--- src/rtl/softmax_ctrl.sv ---
// Softmax initiator: collects serial logits, runs the softmax engine under a watchdog,
// then scans the returned probabilities for the argmax and offers it on a valid/ready port.
module softmax_ctrl #(
   parameter int unsigned DATA_WIDTH = 8,
   parameter int unsigned INPUT_NUM  = 7,
   parameter int unsigned TIMEOUT    = 255
) (
   input  logic                             clk,
   input  logic                             rst_n,
   input  logic [DATA_WIDTH-1:0]            in_data,
   input  logic                             in_valid,
   output logic                             in_ready,
   output logic [DATA_WIDTH*INPUT_NUM-1:0]  sm_inputs,
   output logic                             sm_enable,
   input  logic [DATA_WIDTH*INPUT_NUM-1:0]  sm_outputs,
   input  logic                             sm_valid,
   output logic                             res_valid,
   input  logic                             res_ready,
   output logic [2:0]                       res_class,
   output logic [DATA_WIDTH-1:0]            res_prob,
   output logic [DATA_WIDTH*INPUT_NUM-1:0]  res_probs,
   output logic                             res_timeout
);

   localparam int unsigned VecW = DATA_WIDTH * INPUT_NUM;

   typedef enum logic [1:0] {StIdle, StRun, StScan, StDone} state_e;

   state_e                state_q, state_d;
   logic [2:0]            cnt_q, cnt_d;
   logic [2:0]            idx_q, idx_d;
   logic [7:0]            wd_q, wd_d;
   logic [VecW-1:0]       sm_inputs_q, sm_inputs_d;
   logic                  sm_enable_q, sm_enable_d;
   logic [VecW-1:0]       res_probs_q, res_probs_d;
   logic [2:0]            res_class_q, res_class_d;
   logic [DATA_WIDTH-1:0] res_prob_q, res_prob_d;
   logic                  res_timeout_q, res_timeout_d;
   logic [DATA_WIDTH-1:0] elem;

   // Map sign-magnitude to an unsigned key that orders like the float; -0 folds onto +0.
   function automatic logic [DATA_WIDTH-1:0] ord_key(input logic [DATA_WIDTH-1:0] v);
      logic [DATA_WIDTH-2:0] mag;
      mag = v[DATA_WIDTH-2:0];
      if (v[DATA_WIDTH-1] && (mag != '0)) begin
         return {1'b0, ~mag};
      end
      return {1'b1, mag};
   endfunction

   always_comb begin
      state_d       = state_q;
      cnt_d         = cnt_q;
      idx_d         = idx_q;
      wd_d          = wd_q;
      sm_inputs_d   = sm_inputs_q;
      sm_enable_d   = sm_enable_q;
      res_probs_d   = res_probs_q;
      res_class_d   = res_class_q;
      res_prob_d    = res_prob_q;
      res_timeout_d = res_timeout_q;
      elem          = res_probs_q[DATA_WIDTH*int'(idx_q) +: DATA_WIDTH];

      unique case (state_q)
         StIdle: begin
            if (in_valid) begin
               sm_inputs_d[DATA_WIDTH*int'(cnt_q) +: DATA_WIDTH] = in_data;
               if (cnt_q == 3'(INPUT_NUM - 1)) begin
                  cnt_d       = '0;
                  wd_d        = '0;
                  sm_enable_d = 1'b1;
                  state_d     = StRun;
               end else begin
                  cnt_d = cnt_q + 3'd1;
               end
            end
         end
         StRun: begin
            // A completing softmax takes priority over the watchdog on the same edge.
            if (sm_valid) begin
               res_probs_d = sm_outputs;
               sm_enable_d = 1'b0;
               idx_d       = '0;
               state_d     = StScan;
            end else if (wd_q == 8'(TIMEOUT - 1)) begin
               sm_enable_d   = 1'b0;
               res_timeout_d = 1'b1;
               res_class_d   = 3'd7;
               res_prob_d    = '0;
               res_probs_d   = '0;
               state_d       = StDone;
            end else begin
               wd_d = wd_q + 8'd1;
            end
         end
         StScan: begin
            if ((idx_q == '0) || (ord_key(elem) > ord_key(res_prob_q))) begin
               res_class_d = idx_q;
               res_prob_d  = elem;
            end
            if (idx_q == 3'(INPUT_NUM - 1)) begin
               state_d = StDone;
            end else begin
               idx_d = idx_q + 3'd1;
            end
         end
         StDone: begin
            if (res_ready) begin
               res_timeout_d = 1'b0;
               state_d       = StIdle;
            end
         end
         default: state_d = StIdle;
      endcase
   end

   always_ff @(posedge clk or negedge rst_n) begin
      if (!rst_n) begin
         state_q       <= StIdle;
         cnt_q         <= '0;
         idx_q         <= '0;
         wd_q          <= '0;
         sm_inputs_q   <= '0;
         sm_enable_q   <= 1'b0;
         res_probs_q   <= '0;
         res_class_q   <= '0;
         res_prob_q    <= '0;
         res_timeout_q <= 1'b0;
      end else begin
         state_q       <= state_d;
         cnt_q         <= cnt_d;
         idx_q         <= idx_d;
         wd_q          <= wd_d;
         sm_inputs_q   <= sm_inputs_d;
         sm_enable_q   <= sm_enable_d;
         res_probs_q   <= res_probs_d;
         res_class_q   <= res_class_d;
         res_prob_q    <= res_prob_d;
         res_timeout_q <= res_timeout_d;
      end
   end

   assign in_ready    = (state_q == StIdle);
   assign res_valid   = (state_q == StDone);
   assign sm_inputs   = sm_inputs_q;
   assign sm_enable   = sm_enable_q;
   assign res_probs   = res_probs_q;
   assign res_class   = res_class_q;
   assign res_prob    = res_prob_q;
   assign res_timeout = res_timeout_q;

endmodule

--- config.mk ---
export PLATFORM = sky130hd
export DESIGN_NAME = softmax_ctrl
export DESIGN_NICKNAME = d
export VERILOG_FILES = /design/src/rtl/softmax_ctrl.sv
export SDC_FILE = /design/constraint.sdc
export NUM_CORES = 1
export LEC_CHECK = 0
export BUFFER_PORTS_ARGS = -buffer_cell sky130_fd_sc_hd__buf_4
export CORE_MARGIN = 3
export CORE_UTILIZATION = 47
export DETAILED_ROUTE_END_ITERATION = 8
export MAX_ROUTING_LAYER = met4
export PLACE_DENSITY_LB_ADDON = 0.1
export SLEW_MARGIN = 20
export SYNTH_ARGS = -nofsm -noshare
export SYNTH_HDL_FRONTEND = slang
export SYNTH_SLANG_ARGS = --single-unit
--- constraint.sdc ---
create_clock -name clk -period 3.3 [get_ports clk]
set_clock_uncertainty 0.05 [all_clocks]
set_input_delay 0.66 -clock clk [delete_from_list [all_inputs] [get_ports clk]]
set_output_delay 0.66 -clock clk [all_outputs]
set_load 0.01 [all_outputs]
# Yosys cells after proc, flatten, opt, wreduce, memory -nomap -nowiden

Index checks and enable logic that the tools add are counted.

Latch bits: 0
Memory bits (read-only): 0
Input bits: 69
RAM bits: 0
Bits in registers: 141
Memories kept: 0

Div/mod/pow operators: 0
Order comparisons: 1
$mul: 0
$add $sub $neg: 4
Multiplexer cells: 46
Bitwise gates (word level): 2
Equality and inequality tests: 17
Shifts and indexed selects: 3
Reductions and logical operators: 19

Operator list:

| operator                  | count |
|---|---|
| $mux W56                  | 2 |
| $mux W8                   | 13 |
| $bwmux W56                | 1 |
| $shift A8 B34 Y56 const A | 1 |
| $shiftx A56 B7 Y8         | 1 |
| $shiftx A8 B34 Y56        | 1 |
| $neg A6 Y34               | 1 |
| $pmux W8 S2               | 2 |
| $mux W3                   | 6 |
| $ne A2 B2 Y1 const B      | 8 |
| $not A7 Y7                | 2 |
| $reduce_bool A7 Y1        | 2 |
| $mux W2                   | 6 |
| $pmux W3 S2               | 2 |
| $reduce_and A4 Y1         | 3 |
| $mux W1                   | 11 |
| $reduce_and A5 Y1         | 2 |
| $add A8 B1 Y8 const B     | 1 |
| $eq A8 B8 Y1 const B      | 1 |
| $gt A8 B8 Y1              | 1 |
| $pmux W2 S4               | 1 |
| $reduce_bool A2 Y1        | 4 |
| $add A3 B1 Y3 const B     | 2 |
| $eq A3 B3 Y1 const B      | 2 |
| 11 further kinds          | 16 |

# Longest topological paths before layout

Gate-level depths: netlist (run 1).

Word-level depth: 11
Gate-level depth with buffers: 14
Mapped depth without buffers: 11

# Least setup slack after synthesis (run 1)

Ideal clock, no wire load.

Path kind: register to register
Start: register idx_q[1]
End: register res_class_q[0], in the netlist res_class[0]
Buffers on the path: 2
Data arrival time: 3,044 ps
Slack: 81 ps
Setup time: 125 ps
Cell stages (with the launch flop): 14
Path through: dfrtp_1 -> buf_6 -> mux2_1 -> mux4_2 -> nor2_2 -> nand4_2 -> and2_1 -> ha_1 -> nor2b_1 -> o211ai_1 -> a21o_1 -> a31o_2 -> buf_6 -> mux2_4

Word-level cells in the longest chain between the ends: 11
Elaborated cells on any way between the ends: 14

Ends and longest elaborated chain:

| item                          | line | source |
|---|---|---|
| from (decl)                   | 31   | `logic [2:0] idx_q, idx_d;` |
| from (signal assigned)        | 132  | `idx_q <= idx_d;` |
| $shiftx A56 B7 Y8             | 62   | `elem = res_probs_q[DATA_WIDTH*int'(idx_q) +: DATA_WIDTH];` |
| $reduce_bool A7 Y1            | 45   | `if (v[DATA_WIDTH-1] && (mag != '0)) begin` |
| $logic_and A1 B1 Y1           | 45   |  |
| $mux W1                       | 45   |  |
| $mux W1                       | 64   | `unique case (state_q)` |
| $mux W8                       | 48   | `return {1'b1, mag};` |
| $mux W8                       | 64   |  |
| $gt A8 B8 Y1                  | 97   | `if ((idx_q == '0) \|\| (ord_key(elem) > ord_key(res_prob_q))) begin` |
| $logic_or A1 B1 Y1 *          | 97   |  |
| $ne A2 B2 Y1 (no line) *      | n/a  |  |
| $reduce_and A4 Y1 (no line) * | n/a  |  |
| to (signal assigned)          | 137  | `res_class_q <= res_class_d;` |
| to (decl)                     | 36   | `logic [2:0] res_class_q, res_class_d;` |

Mark *: on every way between the ends. The rest lies on a longest branch, timed or not. The select of a mux whose other input is x is not followed.
A chain may end at the register's enable or synchronous reset.

# Final worst setup path (run 1)

Start: register idx_q[1]
End: register res_prob_q[2], in the netlist res_prob[2]

Word-level cells in the longest chain between the ends: 11
Elaborated cells on any way between the ends: 16

Ends and longest elaborated chain:

| item                        | line | source |
|---|---|---|
| $shiftx A56 B7 Y8           | 62   |  |
| $reduce_bool A7 Y1          | 45   |  |
| $logic_and A1 B1 Y1         | 45   |  |
| $mux W1                     | 45   |  |
| $mux W1                     | 64   |  |
| $mux W8                     | 48   |  |
| $mux W8                     | 64   |  |
| $gt A8 B8 Y1                | 97   |  |
| $logic_or A1 B1 Y1          | 97   |  |
| $ne A2 B2 Y1 (no line)      | n/a  |  |
| $reduce_and A4 Y1 (no line) | n/a  |  |
| to (signal assigned)        | 138  | `res_prob_q <= res_prob_d;` |
| to (decl)                   | 37   | `logic [DATA_WIDTH-1:0] res_prob_q, res_prob_d;` |

Several ways; a longest one is shown, not always the timed one. The select of a mux whose other input is x is not followed.

==> results of run 1 <==
critical path, cell delays in order, from the launching register on:
cell and delay [ns]:
dfrtp_2 0.49, buf_6 0.16, nand2b_1 0.13, mux4_2 0.51, nor2_2 0.15, nand4_2 0.16
and2_1 0.18, ha_1 0.28, nor2b_1 0.13, o211ai_1 0.08, a21o_1 0.17, a31o_4 0.24
buf_12 0.14, mux2_4 0.29
per-layer routing:
layer | global-route usage (%) | vias to the layer above | share of wire, %
li1 | - | 2737 | -
met1 | 31.4 | 2915 | 40
met2 | 41.8 | 188 | 51
met3 | 6.23 | 33 | 6.4
met4 | 8.90 | 0 | 2.6
met5 | - | - | 0
stage by stage:
| step | std cells | utilization, % |
|---|---|---|
| 2_1_floorplan | 645 | - |
| 3_3_place_gp | 1011 | 61.3 |
| 3_5_place_dp | 1011 | 61.3 |
| 4_1_cts | 1043 | 65.7 |
| 5_1_grt | 1044 | 66.0 |
| 6_report | 1044 | 66.0 |
cell type report:
cell class	instances	share of cell area [%]
multi-input combinational	450	34.1
clock inverter	12	1.47
tap	180	2.41
clock buffer	19	4.85
sequential	141	37.8
inverter	18	0.723
timing repair buffer	224	18.6
report_power, final:
group | leakage (nW) | switching [mW] | internal, mW
Sequential | 1.84 | 0.711 | 2.41
Combinational | 2.43 | 2.55 | 2.60
Clock | 0.291 | 0.769 | 1.16
Total | 4.55 | 4.03 | 6.16
sequential cells by signal, summed over array words and instances, names as in the netlist:
register,cells
state_q,2
sm_enable,1
res_timeout,1
res_probs,56
cnt_q,3
sm_inputs,56
res_class,3
wd_q,8
res_prob,8
idx_q,3
cells in the final DEF, fill, tap and decap left out, drive strengths merged, types with 3 or more instances in the layout:
master,synthesis,final
o211ai,8,8
o31ai,3,3
a22oi,7,7
mux2i,29,29
and2,9,9
a31oi,3,3
buf,20,224
nand2,106,106
dfrtp,141,141
nand2b,5,5
nand3,20,20
nand4,6,6
a21oi,12,12
a22o,58,58
nor3b,3,3
ha,23,23
xor2,7,7
xnor2,3,3
o21ai,57,57
clkbuf,16,19
clkinv,0,6
nor2b,3,3
nand3b,7,7
mux2,27,27
inv,18,21
nor3,3,3
nor2,21,21
cell families (layout without fill, tap and decap cells):
group                      count (synthesis)  in the layout  synth area share [%]
AOI/OAI and AO/OA                        161            161                  16.5
xor gates and xnor gates                  10             10                  1.27
adders and majority gates                 23             23                  4.16
buffers and inverters                     54            273                  3.53
DFF                                      141            141                  51.0
muxes                                     58             58                  9.68
and+or+nand+nor                          198            198                  13.9
repair_timing:
item | in CTS | in global routing
pin swaps | 3 | 4
buffers inserted | 1 | 1
gates resized for setup | 6 | 10
hold endpoints to repair | 0 | 0
endpoints found under the setup margin | 11 | 11
worst max-delay path by stage:
stage          depth (start not counted)  slack [ns]                        to                 start
2_1_floorplan                         13        0.08  res_class[0]$_DFFE_PN0P_  idx_q[1]$_DFFE_PN0P_
3_3_place_gp                          13       0.007   res_prob[5]$_DFFE_PN0P_  idx_q[1]$_DFFE_PN0P_
3_5_place_dp                          13       -0.13  res_class[2]$_DFFE_PN0P_  idx_q[1]$_DFFE_PN0P_
4_1_cts                               12       -0.03   res_prob[2]$_DFFE_PN0P_  idx_q[1]$_DFFE_PN0P_
5_1_grt                               13       -0.19  res_class[0]$_DFFE_PN0P_  idx_q[1]$_DFFE_PN0P_
6_report                              13       0.009   res_prob[2]$_DFFE_PN0P_  idx_q[1]$_DFFE_PN0P_
==> flow_summary_export.csv, run 1 <==
group,metric,value,unit
detailed_routing,routed-via-count,5873,
floorplan,fp-row-count,43,
timing,max_slew_margin,52.8,%
synth,ys_ff_latch,141,
clock_tree,hold_buffers,0,
clock_tree,cts_tree,"built",
grt,grt_max_degree,56,
timing,maxSlewViolCount,0,
timing,rsz0062_at_grt,"yes",
layout,fin_nets,944,
detailed_routing,routedWlPerCell,19.1,um
detailed_routing,drt_iter0_drc,330,
setup_path,cp.arrival,3.54,ns
synth,syn_inst,645,
detailed_routing,drcViolationCount,0,
setup_path,endpoint_kind,"flop",
timing,worst_slack,0.00926,ns
floorplan,core,14100,sq um
timing,holdWs,0.121,ns
clock_tree,clk_pin_slew_worst_paths,0.06,ns
floorplan,die_w,127,um
min_path,hp-class,"in -> async",
setup_path,rr_startpoint,"idx_q[1]$_DFFE_PN0P_",
grt,grt_pass1_vias,5999,
synth,synth_common_cells,"dfrtp_1 (141), nand2_1 (106), a22o_1 (58)",
layout,syn_to_final_growth,35.1,%
synth,synth_warnings,0,
power_and_ir_drop,ir_worst_vdd,593,uV
setup_path,r2r_cells,13,
synth,yosys.cell_count.top_type,"dfrtp_1",
timing,report.final.setup_viol,0,
floorplan,dieHeight,127,um
flow_run,maxCapViolCount,0,
grt,antenna_found_initial,0,
synth,yosys.area.top_type,"dfrtp_1",
timing,period_minus_slack,3.29,ns
clock_tree,clock_path_buffers,2,
floorplan,initial_core_util,48.9,%
synth,synth.distinct_cells,54,
timing,worst_pin_slew,0.707,ns
setup_path,path_max_fanout,8,
synth,synth_top_cell_area_share,51.0,%
placement,dp_slack,-0.130,ns
floorplan,die_area,16200,sq um
setup_path,startpoint_type,"flop",
grt,grt.overflow.total,0,
synth,synthesis.nets,737,
placement,post_dp_cell_area,8680,sq um
synth,synth_edf_count,0,
layout,drive_gt1_share,35.1,%
detailed_routing,routed_wl,19900,um
synth,synth-main-ff-cell,"dfrtp_1",
timing,hold_viol,0,
layout,final_area,9340,sq um
floorplan,ios,196,
synth,netlist_area,6920,sq um
power_and_ir_drop,p_total,10.2,mW
layout,num_antenna_cells,0,
clock_tree,cts_made_buffers,17,
grt,grt_usage,25.7,%
grt,grt_pass1_wl,31800,um
setup_path,worstReg2RegEnd,"res_prob[2]$_DFFE_PN0P_",
placement,gp_congestion,0.902,
detailed_routing,viasPerCell,5.63,
power_and_ir_drop,powerDensity,1090,nW/um^2
outcome,status,"finished clean",
synth,syn_avg_cell_area,10.7,sq um
synth,yosys-top-cells-area,"dfrtp_1 (51%), a22o_1 (7.3%), nand2_1 (5.8%)",
setup_path,critPathRequiredTime,3.55,ns
placement,port_buffers,195,
synth,ys_async_sr_fraction,100,%
placement,hpwl,14800,um
timing,setup_tns,0,ns
setup_path,worstSetupPathType,"reg -> reg",
detailed_routing,first_pass_iters,6,
clock_tree,cts_sinks,141,
clock_tree,clk_latency,0.43,ns
clock_tree,root_buffer,"clkbuf_16",
setup_path,regToRegSetupSlack,0.009,ns
layout,fillers,1124,
detailed_routing,postRouteAntennaNets,0,
timing,finalCritPeriodShare,99.7,%
synth,yosysSeqAreaShare,51.0,%
layout,multi_input_area,3190,sq um
clock_tree,cts-htree-levels,4,
layout,regArea,3530,sq um
power_and_ir_drop,leakage,4.55,nW
timing,clock.fmax,304,MHz
Power figures use the tool's default switching activity.
==> inputs of run 2 (changes only) <==
--- a/config.mk
+++ b/config.mk
@@ -7,2 +7,3 @@
 export LEC_CHECK = 0
+export ABC_AREA = 0
 export BUFFER_PORTS_ARGS = -buffer_cell sky130_fd_sc_hd__buf_4
==> constraint.sdc (replaced) <==
create_clock -name clk -period 3.3 [get_ports clk]
set_clock_uncertainty 0.05 [all_clocks]
set_input_delay 0.33 -clock clk [delete_from_list [all_inputs] [get_ports clk]]
set_output_delay 0.33 -clock clk [all_outputs]
set_load 0.02 [all_outputs]
==> run 2 against run 1 <==
Critical path depth is 1 lower; via count up 0.12%; critical endpoint unchanged; design area is 0.25% higher; first-iteration DRC count increased by 24%; worst setup slack lost 0.016 ns; highest routed layer unchanged; total power increased by 6.0%; the run now ends with negative setup slack left; utilization grew 0.17 points; hold slack worse by 0.046 ns.
==> flow_summary_export.csv, run 2 (synthesis results as in run 1) <==
group,metric,value,unit
floorplan,die_area,16200,sq um
layout,syn_to_final_growth,35.4,%
detailed_routing,drcViolationCount,0,
setup_path,cp.arrival,3.56,ns
detailed_routing,viasPerCell,5.64,
clock_tree,root_buffer,"clkbuf_16",
layout,num_antenna_cells,0,
layout,final_cell_mix,"buf_4 (213), dfrtp_1 (140), nand2_1 (105)",
outcome,status,"finished, violations left",
timing,clock.fmax,302,MHz
clock_tree,cts_tree,"built",
outcome,violations,"negative setup slack",
layout,post-route-util,66.2,%
timing,hold_viol,0,
timing,worst_pin_slew,0.744,ns
floorplan,die_w,127,um
setup_path,regToRegSetupSlack,-0.006,ns
clock_tree,clock_path_buffers,2,
grt,grt_usage,25.1,%
setup_path,r2r_cells,12,
grt,grt.overflow.total,0,
detailed_routing,drt_iter0_drc,410,
grt,antenna_found_initial,0,
clock_tree,clk_latency,0.42,ns
power_and_ir_drop,ir_worst_vdd,553,uV
layout,fillers,1119,
setup_path,cpMostUsedCell,"mux2_4",
power_and_ir_drop,powerDensity,1150,nW/um^2
power_and_ir_drop,leakage,4.53,nW
setup_path,worstReg2RegEnd,"res_prob[2]$_DFFE_PN0P_",
layout,regArea,3530,sq um
detailed_routing,routedWlPerCell,18.9,um
timing,finalCritPeriodShare,100,%
layout,final_common_cell,"buf_4",
setup_path,path_cells,"mux2_4, mux4_2, nor2_4, nand4_4, and2_4, ha_4, nor2b_4, o211ai_1, a21o_1, a31o_4, buf_12, mux2_4",
floorplan,core,14100,sq um
detailed_routing,routed_wl,19700,um
setup_path,critPathRequiredTime,3.56,ns
setup_path,endpoint_kind,"flop",
grt,grt_pass1_vias,5899,
detailed_routing,first_pass_iters,6,
clock_tree,cts-htree-levels,4,
setup_path,startpoint,"idx_q[1]$_DFFE_PN0P_",
setup_path,worst-path-stages,12,
floorplan,initial_core_util,48.9,%
grt,grt_pass1_wl,31400,um
setup_path,cp_slowest_stage_delay,0.52,ns
grt,grt_max_degree,72,
setup_path,rr_startpoint,"idx_q[1]$_DFFE_PN0P_",
detailed_routing,routed-via-count,5880,
min_path,holdPathEnd,"res_probs[43]$_DFFE_PN0P_",
setup_path,path_delay_family,"multiplexers",
floorplan,fp-row-count,43,
min_path,hp-class,"in -> reg",
clock_tree,clk_pin_slew_worst_paths,0.06,ns
min_path,min-delay-start,"sm_outputs[43]",
layout,drive_gt1_share,35.2,%
timing,report.final.setup_viol,4,
placement,port_buffers,195,
layout,fin_nets,942,
layout,multi_input_area,3250,sq um
setup_path,worstSetupPathType,"reg -> reg",
timing,rsz0062_at_grt,"yes",
placement,gp_congestion,0.935,
timing,max_slew_margin,50.3,%
timing,worst_slack,-0.00642,ns
floorplan,ios,196,
timing,period_minus_slack,3.31,ns
clock_tree,cts_made_buffers,17,
timing,maxSlewViolCount,0,
setup_path,path_max_fanout,8,
clock_tree,cts_sinks,141,
flow_run,maxCapViolCount,0,
timing,setup_tns,-0.0126,ns
min_path,min_path_cells,2,
detailed_routing,postRouteAntennaNets,0,
setup_path,critPathSlowestCell,"mux4_2",
floorplan,dieHeight,127,um
placement,hpwl,14500,um
setup_path,startpoint_type,"flop",
setup_path,path_buf_inv,1,
run 2: repair_timing:
| action | CTS | global route |
|---|---|---|
| gates resized for setup | 12 | 11 |
| hold buffers | 1 | 0 |
| pin swaps | 5 | 4 |
| setup buffers | 1 | 1 |
| setup endpoints to repair | 11 | 11 |
| endpoints found under the hold margin | 70 | 0 |
run 2: per-layer routing:
metal,vias up,GRT usage (%),wire [um]
met4,0,8.01,378
met3,27,5.77,1270
met2,197,41.2,9930
met1,2916,31.0,8100
li1,2740,-,-
met5,-,-,0
run 2: report_power, final:
group          leakage (nW)  switching [mW]  internal, mW
Sequential             1.84           0.698          2.41
Clock                 0.259           0.786         0.996
Combinational          2.43            3.12          2.80
run 2: cell type report:
cell class,instances,share of cell area [%]
sequential,141,37.7
inverter,18,0.721
timing repair buffer,222,18.6
tap,180,2.40
multi-input combinational,450,34.7
clock inverter,13,1.15
clock buffer,19,4.73
run 2: worst max-delay path by stage:
stage,endpoint,slack (ns)
after floorplan,res_class[0]$_DFFE_PN0P_,0.08
after global placement,res_prob[3]$_DFFE_PN0P_,0.002
after detailed placement,res_prob[2]$_DFFE_PN0P_,-0.14
after CTS,res_prob[2]$_DFFE_PN0P_,-0.01
after global routing,res_prob[6]$_DFFE_PN0P_,-0.12
final,res_prob[2]$_DFFE_PN0P_,-0.006
run 2: stage by stage:
stage          hold slack (ns)  instance area [sq um]  cells  total power, mW  setup WS, ns
2_1_floorplan          -0.0156                   6920    645             6.47        0.0811
3_3_place_gp             0.327                   8670   1008             8.49       0.00173
3_5_place_dp             0.332                   8670   1008             8.60        -0.136
4_1_cts                 0.0613                   9290   1042             10.6       -0.0137
5_1_grt                 0.0629                   9370   1043             11.5        -0.116
6_report                0.0752                   9370   1043             10.8      -0.00642
